**src/rtl/shift_ctrl_pkg.sv**
```systemverilog
// ============================================================================
//  Module      : shift_ctrl_pkg
//  Description : Shared state encoding and line constants for the serial
//                transmit sequencer.
//  Revision    : 1.0 - initial release
// ============================================================================
`default_nettype none

package shift_ctrl_pkg;

    localparam int STATE_W = 4;

    typedef enum logic [STATE_W-1:0] {
        ST_IDLE  = 4'b0001,
        ST_SHIFT = 4'b0010,
        ST_PAR   = 4'b0100,
        ST_DONE  = 4'b1000
    } state_t;

    localparam logic LINE_IDLE = 1'b1;

endpackage

`default_nettype wire

```
**src/rtl/ff_d_bank.sv**
```systemverilog
// ============================================================================
//  Module      : ff_d_bank
//  Description : Bank of D flip-flops with synchronous reset, parallel load
//                and right-shift enable; q[0] is the serial end of the bank.
//  Revision    : 1.0 - initial release
// ============================================================================
`default_nettype none

module ff_d_bank #(
    parameter int WIDTH = 8
) (
    input  logic             clk,
    input  logic             rst,
    input  logic             load,
    input  logic             shift_en,
    input  logic [WIDTH-1:0] d,
    output logic [WIDTH-1:0] q
);

    // Load wins over shift so a restart never sees a half-shifted word.
    always_ff @(posedge clk) begin
        if (rst) begin
            q <= '0;
        end else if (load) begin
            q <= d;
        end else if (shift_en) begin
            q <= q >> 1;
        end
    end

endmodule

`default_nettype wire

```
**src/rtl/shift_reg_ctrl.sv**
```systemverilog
// ============================================================================
//  Module      : shift_reg_ctrl
//  Description : LSB-first serial transmit sequencer driving one ff_d_bank.
//                Optional even-parity bit enabled by `define SHIFT_PARITY_EN.
//  Revision    : 1.0 - initial release
// ============================================================================
`default_nettype none

module shift_reg_ctrl
    import shift_ctrl_pkg::*;
#(
    parameter  int WIDTH = 8,
    localparam int CW    = $clog2(WIDTH + 2)
) (
    input  logic             clk,
    input  logic             rst,
    input  logic             start,
    input  logic [WIDTH-1:0] din,
    output logic             ready,
    output logic             busy,
    output logic             done,
    output logic             sout,
    output logic [CW-1:0]    bit_cnt
);

    localparam logic [CW-1:0] CNT_LAST = CW'(WIDTH - 1);

    state_t             state;
    state_t             state_nxt;
    logic               load;
    logic               shift_en;
    logic               sout_nxt;
    logic [CW-1:0]      cnt_nxt;
    logic [WIDTH-1:0]   sreg_q;

    ff_d_bank #(
        .WIDTH (WIDTH)
    ) sreg (
        .clk      (clk),
        .rst      (rst),
        .load     (load),
        .shift_en (shift_en),
        .d        (din),
        .q        (sreg_q)
    );

`ifdef SHIFT_PARITY_EN
    logic par_bit;
    logic par_now;

    // The first SHIFT cycle still holds the untouched captured word.
    assign par_now = (bit_cnt == '0) ? ^sreg_q : par_bit;

    always_ff @(posedge clk) begin
        if (rst) begin
            par_bit <= 1'b0;
        end else if (state == ST_SHIFT && bit_cnt == '0) begin
            par_bit <= ^sreg_q;
        end
    end
`endif

    always_ff @(posedge clk) begin
        if (rst) begin
            state   <= ST_IDLE;
            sout    <= LINE_IDLE;
            bit_cnt <= '0;
        end else begin
            state   <= state_nxt;
            sout    <= sout_nxt;
            bit_cnt <= cnt_nxt;
        end
    end

    always_comb begin
        state_nxt = state;
        load      = 1'b0;
        shift_en  = 1'b0;
        sout_nxt  = sout;
        cnt_nxt   = bit_cnt;
        unique case (state)
            ST_IDLE: begin
                sout_nxt = LINE_IDLE;
                if (start) begin
                    load      = 1'b1;
                    cnt_nxt   = '0;
                    sout_nxt  = din[0];
                    state_nxt = ST_SHIFT;
                end
            end
            ST_SHIFT: begin
                shift_en = 1'b1;
                cnt_nxt  = bit_cnt + CW'(1);
                if (bit_cnt == CNT_LAST) begin
`ifdef SHIFT_PARITY_EN
                    sout_nxt  = par_now;
                    state_nxt = ST_PAR;
`else
                    sout_nxt  = LINE_IDLE;
                    state_nxt = ST_DONE;
`endif
                end else begin
                    // Bit that sits in q[0] once this edge's shift completes.
                    sout_nxt = 1'(sreg_q >> 1);
                end
            end
`ifdef SHIFT_PARITY_EN
            ST_PAR: begin
                cnt_nxt   = bit_cnt + CW'(1);
                sout_nxt  = LINE_IDLE;
                state_nxt = ST_DONE;
            end
`endif
            ST_DONE: begin
                sout_nxt  = LINE_IDLE;
                state_nxt = ST_IDLE;
            end
            default: begin
                sout_nxt  = LINE_IDLE;
                cnt_nxt   = '0;
                state_nxt = ST_IDLE;
            end
        endcase
    end

    assign ready = (state == ST_IDLE);
    assign busy  = (state == ST_SHIFT) || (state == ST_PAR);
    assign done  = (state == ST_DONE);

endmodule

`default_nettype wire

```
**config.mk**
```make
export PLATFORM = sky130hd
export DESIGN_NAME = shift_reg_ctrl
export DESIGN_NICKNAME = d
export VERILOG_FILES = /design/src/rtl/shift_ctrl_pkg.sv /design/src/rtl/ff_d_bank.sv /design/src/rtl/shift_reg_ctrl.sv
export SDC_FILE = /design/constraint.sdc
export NUM_CORES = 1
export LEC_CHECK = 0
export ABC_AREA = 0
export CORE_MARGIN = 5
export CORE_UTILIZATION = 49
export DETAILED_ROUTE_END_ITERATION = 10
export PLACE_DENSITY_LB_ADDON = 0.12
export SLEW_MARGIN = 20
export SYNTH_ARGS = -nofsm -noshare
export SYNTH_HDL_FRONTEND = slang
export SYNTH_SLANG_ARGS = --single-unit
```
**constraint.sdc**
```tcl
create_clock -name clk -period 2.9 [get_ports clk]
set_input_delay 0.435 -clock clk [delete_from_list [all_inputs] [get_ports clk]]
set_output_delay 0.435 -clock clk [all_outputs]
set_load 0.02 [all_outputs]
```
Yosys cells after proc, flatten, opt, wreduce, memory -nomap -nowiden
Cells that the tools add are included.

Equal/unequal tests: 7. Add/subtract/negate cells: 1. Multiplexer cells: 13. Bitwise operators: 1. Reduce and logical (&&, ||, !) cells: 4.

Operators with widths (count): $mux W8 (2); $mux W4 (3); $pmux W4 S3 (1); $eq A4 B3 Y1 const B (2); $pmux W4 S2 (1); $mux W1 (5); $add A4 B1 Y4 const B (1); $eq A4 B1 Y1 const B (1); $eq A4 B2 Y1 const B (1); $eq A4 B4 Y1 const B (1); $ne A2 B2 Y1 const B (2); $reduce_and A2 Y1 (2); $pmux W1 S2 (1); $reduce_bool A2 Y1 (1); $logic_or A1 B1 Y1 (1); $not A1 Y1 (1).

Logic and storage cells: 30. Bits in registers: 17. Output and inout port bits: 8. Input bits: 11.

Longest topological paths before layout
Word-level depth: 4. Depth in mapped cells: 5. Depth with buffers taken out: 4.

By module
From an unflattened synthesis, not the netlist that was laid out.

Cell total of the unflattened synthesis: 88. Area total of the unflattened synthesis: 889.6 µm².

By module, submodules not included: shift_reg_ctrl (seq. area each 160.2 µm², area an instance 520.5 µm², cells each 53, times used 1); ff_d_bank (seq. area each 160.2 µm², area an instance 369.1 µm², cells each 35, times used 1).

Least setup slack after synthesis
OpenSTA, ideal clock, no wires.

Kind: reg-to-reg. From: reg state[0]. To: reg sout. Required time: 2776 ps. Data arrival time: 1421 ps. Path buffers: 0. Path slack: 1355 ps. Cell stages (with the launch flop): 4. Period minus slack after synthesis: 1545 ps. Setup time: 124 ps. Cells stage by stage: dfxtp_1 > nor3b_1 > nor2_1 > a2111o_1.

Cells in the longest elaborated chain, start to end: 2. Elaborated cells between the ends (all ways): 3. Classes of those cells: eq/ne (2); mux (1).

RTL lines: start, declared (RTL line shift_reg_ctrl.sv:28) `state_t state;`; start signal, assigned (RTL line shift_reg_ctrl.sv:69) `state <= state_nxt;`; $eq A4 B1 Y1; via ready (RTL line shift_reg_ctrl.sv:19) `output logic ready,`; $pmux W1 S2 (RTL line shift_reg_ctrl.sv:81) `unique case (state)`; end signal, assigned (RTL line shift_reg_ctrl.sv:70) `sout <= sout_nxt;`; end, declared (RTL line shift_reg_ctrl.sv:22) `output logic sout,`.

The timed path passes the listed nets, and every way through them passes these cells. A chain may end at the register's enable or synchronous reset.

Final worst setup path
From: reg state[1]. To: out busy.

Cells in the longest elaborated chain, start to end: 2. Elaborated cells between the ends (all ways): 3. Classes of those cells: eq/ne (2); reduce/logical (1).

RTL lines: $eq A4 B2 Y1 / $eq A4 B3 Y1 (equally long branches) (RTL line shift_reg_ctrl.sv:127) `assign busy = (state == ST_SHIFT) || (state == ST_PAR);`; $logic_or A1 B1 Y1 * (RTL line shift_reg_ctrl.sv:127); end, declared (RTL line shift_reg_ctrl.sv:20) `output logic busy,`.

Every way passes the cells marked *; elsewhere a longest branch is shown, timed or not.

==> summary.md <==
| Metric | Value |
|---|---|
| Wire per inst | 13.7 um |
| N_diodes | 0 |
| Final min period | 2.44 ns |
| Synth area leaders | dfxtp_1 42%, nand2_1 7.4%, a311oi_1 7.4% |
| HP Class | reg2reg |
| Layout Skew | 0.000836 ns |
| Initial DRC count | 12 |
| Final Hold Viols | 0 |
| # Post-CTS Setup Buffers | 0 |
| Final setup TNS | 0 ns |
| RSZ-0062 raised after global routing | no |
| CP Capture Type | output pin |
| Post-Layout Cell Count | 114 |
| CP max-delay cell | clkdlybuf4s50_1 |
| Initial antenna violation count | 0 |
| Die Area | 0.00232 sq mm |
| Ys async rst share | 0% |
| Initial Utilization | 53.4% |
| RePlAce Congestion | 0.708 |
| WS Path Type | reg2out |
| Least-Margin Pin Slew | 0.625 ns |
| Via/cell ratio | 5.65 |
| Status | finished clean |
| Worst-path clk slew | 0.08 ns |
| GRT overflow | 0 |
| First-pass GRT wire length | 2.55 mm |
| Row Count | 13 |
| Top_reg_cell synth | dfxtp_1 |
| # IOs | 19 |
| # clock sinks | 15 |
| NumNets Final | 112 |
| CTS H-tree lvls | 1 |
| Post-cts resize count | 0 |
| Crit-path cells | or3b_4, inv_2, clkdlybuf4s50_1 |
| Share of layout cells above drive strength 1 | 11.1% |
| Fmax | 410 MHz |
| PortBufs | 18 |
| Post-synthesis simple-gate area fraction | 30.9% |
| Max_slew headroom | 58.1% |
| Largest net degree at the start of global routing | 18 |
| Hold Buf Count CTS | 0 |
| CP max stage delay | 0.64 ns |
| Post-synthesis mux area share | 0% |
| Area leader, netlist | dfxtp_1 |
| Post-Syn Area per Cell | 8.79 sq um |
| Synthesized net count | 93 |
| Post-layout util | 68.0% |
| Die Span X | 48.1 um |
| All-layer global routing usage | 16.0% |
| P per Cell Area | 444 mW/mm^2 |
| Area share of xor/xnor cells in the synthesized design | 0% |
| Data required time of the worst path | 2.47 ns |
| Chip height | 48.1 um |
| CTS root buffer | clkbuf_4 |
| Post-Syn Area | 712 sq um |
| Post-synthesis to final-layout area growth | 27.4% |
| Clk_lat worst skew | 0.27 ns |
| Synth cell count leaders | 15 x dfxtp_1, 14 x nand2_1, 7 x nor2_1 |
| Power, Total | 403 uW |
| Cell total after placement | 110 |
| Inserted Clock Buffers | 3 |
| Filler cell count | 117 |
| Post-synth EDFFs | 0 |
| Final worst-path cycle share | 84.0% |
| Worst reg2reg setup slack | 1.32 ns |
| Leakage | 0.320 nW |
| Residual DRC | 0 |
| CTS tree | built |
| Area share of the largest cell type after synthesis | 42.2% |
| Clk buf depth | 2 |
| Core area | 0.00133 sq mm |
| Worst VDD drop | 0.000278 V |
| Worst-path maximum fanout | 14 |
| Number of synthesized register bits | 15 |
| Max Slew Vio Count | 0 |
| Via count | 644 |
| Synth Area in Adders | 1.76% |
| Critical Path AT | 2.00 ns |
| Final setup fails | 0 |
| Remaining antenna violation count after routing | 0 |
| Largest family of logic cells by synthesized area | simple AND/OR/NAND/NOR gates |
| Netlist cell types | 29 |
| Routed wire length | 1.57 mm |
| Most common cell in the synthesized netlist | dfxtp_1 |
| TritonRoute pass-1 iters | 4 |
| Cells after Synth | 81 |
| Compound-cell area share of the yosys netlist | 19.9% |
| Number of global-route vias before repair | 596 |
| Post-DP HPWL | 1.13 mm |
| Maxcap violations | 0 |
| Seq/Total Area, Yosys | 42.2% |
| Startpoint types | register |
| Ys Warns | 0 |
[kinds of logic after synthesis]
group / count (synthesis)
adder cells (fa/ha/maj): 1
AND/OR/NAND/NOR: 40
AO/OA/AOI/OAI: 19
flip-flops: 15
buffers and inverters: 6
[metal layers]
| layer | GRT usage, % | part of all wire, % |
|---|---|---|
| met5 | 0 | 0 |
| met4 | 8.06 | 0.58 |
| met3 | 3.32 | 6.9 |
| met2 | 25.9 | 47 |
| met1 | 20.0 | 45 |
[flip-flops by register name, summed over array words and instances (netlist names)]
| register | count |
|---|---|
| sreg.q | 7 |
| bit_cnt | 4 |
| state | 3 |
| sout | 1 |
[worst paths after layout]
path                                start   endpoint  cells past startpoint
worst min register to register  sreg.q[6]  sreg.q[5]                      2
worst max register to register   state[1]       sout                      4
worst min-delay path            sreg.q[6]  sreg.q[5]                      2
worst max-delay path             state[1]       busy                      3
[layout make-up]
cell class                 instances  area, sq um  area share (%)
tap                               15         18.8            2.07
timing repair buffer              18          180            19.9
sequential                        15          300            33.1
inverter                           2         7.51           0.828
clock buffer                       4         26.3            2.90
multi-input combinational         60          374            41.2
[placed cells by master (no fill, tap or decap), types with 2 or more instances in the layout]
| master | count |
|---|---|
| a311oi_1 | 6 |
| a21oi_1 | 4 |
| dfxtp_1 | 15 |
| clkdlybuf4s50_1 | 18 |
| clkbuf_4 | 3 |
| and2b_2 | 2 |
| nor2_1 | 7 |
| nand3b_1 | 2 |
| nand2b_1 | 3 |
| nand2_1 | 14 |
| nand3_1 | 3 |
| nor3b_1 | 2 |
| o21ai_0 | 3 |
[worst max-delay path: cells and delay by family (launching register included)]
kind / cells / cell delay, ns
AND/OR/NAND/NOR: 1 / 0.50
buffers and inverters: 2 / 0.83
flip-flops: 1 / 0.41
[per-stage QoR]
step                hold slack, ns  setup slack [ns]  cell area (sq um)
floorplan                    0.448              1.35                712
global placement             0.459             0.800                881
detailed placement           0.473             0.773                881
CTS                          0.487             0.451                907
global route                 0.513             0.351                907
finish                       0.484             0.463                907
[report_power, final]
| part | leakage [nW] | internal, mW | switching, mW |
|---|---|---|---|
| clock network | 0.0150 | 0.0532 | 0.0596 |
| logic | 0.182 | 0.0328 | 0.0306 |
| registers | 0.123 | 0.219 | 0.00789 |
Note: power is estimated with default switching activity, not from simulation.
==> RTL edit 1: new RTL, same settings <==
`WIDTH` is set to 8 in 2 places; all go to 16.
--- a/src/rtl/ff_d_bank.sv
+++ b/src/rtl/ff_d_bank.sv
@@ -7,7 +7,7 @@
 `default_nettype none
 
 module ff_d_bank #(
-    parameter int WIDTH = 8
+    parameter int WIDTH = 16
 ) (
     input  logic             clk,
     input  logic             rst,
--- a/src/rtl/shift_reg_ctrl.sv
+++ b/src/rtl/shift_reg_ctrl.sv
@@ -9,7 +9,7 @@
 module shift_reg_ctrl
     import shift_ctrl_pkg::*;
 #(
-    parameter  int WIDTH = 8,
+    parameter  int WIDTH = 16,
     localparam int CW    = $clog2(WIDTH + 2)
 ) (
     input  logic             clk,
Ports: changed (resized bit_cnt and din); port bits go from 19 to 28. The function was not compared with the original's and may differ.
==> RTL edit 1 against the unedited design <==
- worst hold slack worse by 0.015 ns
- setup slack improved by 0.028 ns
- combinational power rose by 46%
- global-route usage down 1.6 points
- critical path depth is the same
- sequential share of layout area is 1.2 points higher
- sequential cell count grew 9
- total power rose by 55%
- cell area grew 54%
- wire length up 44%
- clock skew grew 0.00070 ns
- area after synthesis up 59%
- critical path type unchanged
- largest cell class unchanged
==> RTL edit 1: results <==
outcome:
  status: "complete, no violations"
place:
  place.gp.congestion: 0.784
  dp_hpwl_mm: 1.69
  place_area_sq_mm: 0.00137
  portBuffers: 27
synth:
  synthTopCellsByArea: "dfxtp_1 (43%), a21o_1 (9.3%), a22o_2 (8.9%)"
  synth_cell_type_count: 36
  netlist_instances: 108
  syn_nets: 129
  yosys-top-cells-count: "dfxtp_1 (24), a21o_1 (14), a22o_2 (10)"
  seq_area_frac_synth: 0.426
global_routing:
  grt_max_degree: 19
  grt_pass1_wl_mm: 3.89
  first_global_vias: 936
  grt_usage: 0.144
drt:
  first_iter_violations: 9
  drt-vias-per-instance: 5.61
  vias: 903
  drt-pass1-iter-count: 4
  wl_per_cell_um: 14.0
floorplanning:
  rows: 17
worst_setup_path:
  crit_fanout: 11
  crit_start: "state[1]$_SDFFE_PP0P_"
  slowest_delay_ns: 0.67
  critPathSlowestCell: "clkdlybuf4s50_1"
cts:
  clk_latency_ns: 0.30
  clkTransAtPathRegs_ns: 0.12
  cts_setup_buffers: 0
pwr:
  power_switching_share: 0.234
  peakVddDrop_v: 0.000348
  power.leakage_uw: 0.000658
sta:
  finClkSkew_ns: 0.00153
  max_slew.worst_pin.slew_ns: 0.651
cells_and_area:
  top_regs: "sreg.q (15), bit_cnt (5), state (3)"
  finalCoreUtilization: 0.633
  fill_cells: 195
  drive_gt1_frac: 0.158
min_path:
  hold_start: "sreg.q[9]$_SDFFE_PP0P_"
-- RTL edit 1: cell types whose count changed after synthesis, sizes merged, moves of 3 or more --
| cell | delta |
|---|---|
| inv | +3 |
| a21o | +13 |
| a22o | +16 |
| nand2 | -10 |
| dfxtp | +9 |
| a311oi | -6 |
-- RTL edit 1: power groups by stage --
stage          registers (uW)  clock network (uW)  logic, uW
2_1_floorplan             366                   0       62.4
3_3_place_gp              369                   0       91.0
3_5_place_dp              370                   0       93.3
4_1_cts                   363                 180       93.8
5_1_grt                   366                 195        102
6_report                  363                 170       92.6
-- RTL edit 1: area by class of cell --
cell class	instances	area share
clock buffer	4	0.0259
tap	28	0.0250
inverter	5	0.0134
timing repair buffer	27	0.193
multi-input combinational	73	0.400
sequential	24	0.343
-- RTL edit 1: logic make-up after synthesis --
logic type,count (synthesis),synth area share
adder cells (fa/ha/maj),2,0.0222
flip-flops,24,0.426
AND/OR/NAND/NOR,26,0.154
AO/OA/AOI/OAI,44,0.310
multiplexers,1,0.00998
buffers and inverters,11,0.0776
-- RTL edit 1: metrics by stage --
step | setup slack [ns] | hold slack [ns] | power [uW]
after global routing | 0.369 | 0.494 | 663
after floorplan | 1.49 | 0.421 | 428
after CTS | 0.476 | 0.471 | 637
after global placement | 0.839 | 0.434 | 460
final | 0.490 | 0.469 | 625
after detailed placement | 0.760 | 0.440 | 464
-- RTL edit 1: worst paths after layout --
path                                 end  slack (ns)  cells after the start
setup / recovery                    busy        0.49                      3
hold / removal    sreg.q[9]$_SDFFE_PP0P_        0.47                      1
setup reg to reg  sreg.q[4]$_SDFFE_PP0P_        1.26                      4
hold reg to reg   sreg.q[9]$_SDFFE_PP0P_        0.47                      1
-- RTL edit 1: routing by layer --
| metal | up-vias | track usage | wire length (um) |
|---|---|---|---|
| met1 | 425 | 0.167 | 944 |
| met5 | - | 0 | 0 |
| met3 | 2 | 0.0267 | 135 |
| met2 | 26 | 0.253 | 1150 |
| met4 | 0 | 0.0695 | 14 |
| li1 | 450 | - | - |
==> RTL edit 2: new RTL, same flow settings <==
Without the edit above. The 4 states of `state_t` get a Gray code encoding in 2 bits.
--- a/src/rtl/shift_ctrl_pkg.sv
+++ b/src/rtl/shift_ctrl_pkg.sv
@@ -10,11 +10,11 @@
 
     localparam int STATE_W = 4;
 
-    typedef enum logic [STATE_W-1:0] {
-        ST_IDLE  = 4'b0001,
-        ST_SHIFT = 4'b0010,
-        ST_PAR   = 4'b0100,
-        ST_DONE  = 4'b1000
+    typedef enum logic [1:0] {
+        ST_IDLE  = 2'b00,
+        ST_SHIFT = 2'b01,
+        ST_PAR   = 2'b11,
+        ST_DONE  = 2'b10
     } state_t;
 
     localparam logic LINE_IDLE = 1'b1;
Formal check against the unedited RTL: same outputs for any inputs over 10 cycles, from zero or initial values and one cycle with rst high; not proved beyond that.
==> RTL edit 2 against the unedited design <==
- count of clock-buffer cells in the layout unchanged
- total power increased by 8.6%
- area after synthesis increased by 7.4%
- sequential share of layout area decreased by 4.0 points
- cell count decreased by 2.6%
- wire length decreased by 1.2%
- via count decreased by 5.1%
- cell area increased by 6.1%
- worst hold slack got worse by 0.010 ns
- sequential cell count decreased by 1
- sequential power decreased by 5%
- synthesized cell count decreased by 1.2%
- clock skew increased by 0.0045 ns
- setup slack improved by 0.31 ns
- highest routed layer unchanged
==> RTL edit 2: results <==
drt:
  wl_mm: 1.55
  vias: 611
global_routing:
  grt_max_degree: 17
  grt_usage: 0.144
  grt_pass1_wl_mm: 2.81
worst_setup_path:
  crit_fanout: 16
  slowest_delay_ns: 0.61
  critical_path_arrival_ns: 1.69
place:
  dp_hpwl_mm: 1.05
  dp_slack_ns: 0.878
  place.gp.congestion: 0.823
synth:
  synth_cell_type_count: 27
  synth_compound_area_frac: 0.290
  seq_area_frac_synth: 0.367
  synthXorXnorAreaFrac: 0.0115
  yosys-top-cells-count: "dfxtp_1 (14), nor2_1 (13), nor2b_1 (9)"
  synthTopCellsByArea: "dfxtp_1 (37%), a2111oi_2 (12%), o22ai_2 (9.8%)"
  synth-adder-area-share: 0.0164
sta:
  post-route-min-period_ns: 2.13
  finClkSkew_ns: 0.00529
outcome:
  status: "complete, no violations"
cells_and_area:
  instances_no_fill: 111
  drive_gt1_frac: 0.179
  fill_cells: 125
pwr:
  peakVddDrop_v: 0.000326
  power.leakage_uw: 0.000370
RTL edit 2: cells by family (layout without fill, tap and decap cells):
group / Yosys count / count (layout)
xor gates and xnor gates: 1 / 1
and+or+nand+nor: 35 / 35
buffers and inverters: 9 / 24
AOI/OAI and AO/OA: 20 / 20
adders and majority gates: 1 / 1
DFF: 14 / 14
RTL edit 2: metal layers:
metal  GRT usage  vias up  wire length [um]
li1            -      323                 -
met1       0.203      265               760
met2       0.195       21               648
met3      0.0663        2               128
met4      0.0393        0                 8
met5           0        -                 0
RTL edit 2: through the flow:
stage / util / instance area [sq um] / hold WS [ns]
global route: 0.646 / 962 / 0.518
CTS: 0.646 / 962 / 0.477
floorplan: - / 764 / 0.441
detailed placement: 0.622 / 926 / 0.466
global placement: 0.622 / 926 / 0.461
finish: 0.646 / 962 / 0.474
RTL edit 2: power by group through the flow:
| stage | sequential [uW] | clock (uW) | combinational [uW] |
|---|---|---|---|
| 2_1_floorplan | 219 | 0 | 52.7 |
| 3_3_place_gp | 220 | 0 | 79.3 |
| 3_5_place_dp | 220 | 0 | 79.6 |
| 4_1_cts | 215 | 149 | 79.9 |
| 5_1_grt | 218 | 155 | 86.4 |
| 6_report | 215 | 143 | 79.0 |
RTL edit 2: path summary, 6_finish.rpt:
path / from / end / slack [ns] / cells past startpoint
setup / recovery: state[1]$_SDFFE_PP0P_ / done / 0.77 / 2
hold / removal: sreg.q[7]$_SDFFE_PP0P_ / sreg.q[7]$_SDFFE_PP0P_ / 0.47 / 2
setup reg to reg: state[1]$_SDFFE_PP0P_ / sreg.q[6]$_SDFFE_PP0P_ / 1.21 / 3
hold reg to reg: sreg.q[7]$_SDFFE_PP0P_ / sreg.q[7]$_SDFFE_PP0P_ / 0.47 / 2
RTL edit 2: final cells by class:
class / instances / area, sq um / area share
Clock buffer: 4 / 36.3 / 0.0377
Multi-Input combinational cell: 57 / 434 / 0.451
Sequential cell: 14 / 280 / 0.291
Inverter: 1 / 3.75 / 0.00390
Timing Repair Buffer: 19 / 188 / 0.195
Tap cell: 16 / 20.0 / 0.0208
RTL edit 2: worst min-delay path, stage by stage (launching register included):
cell,delay [ns]
dfxtp_1,0.33
nand2_1,0.06
a21oi_1,0.05
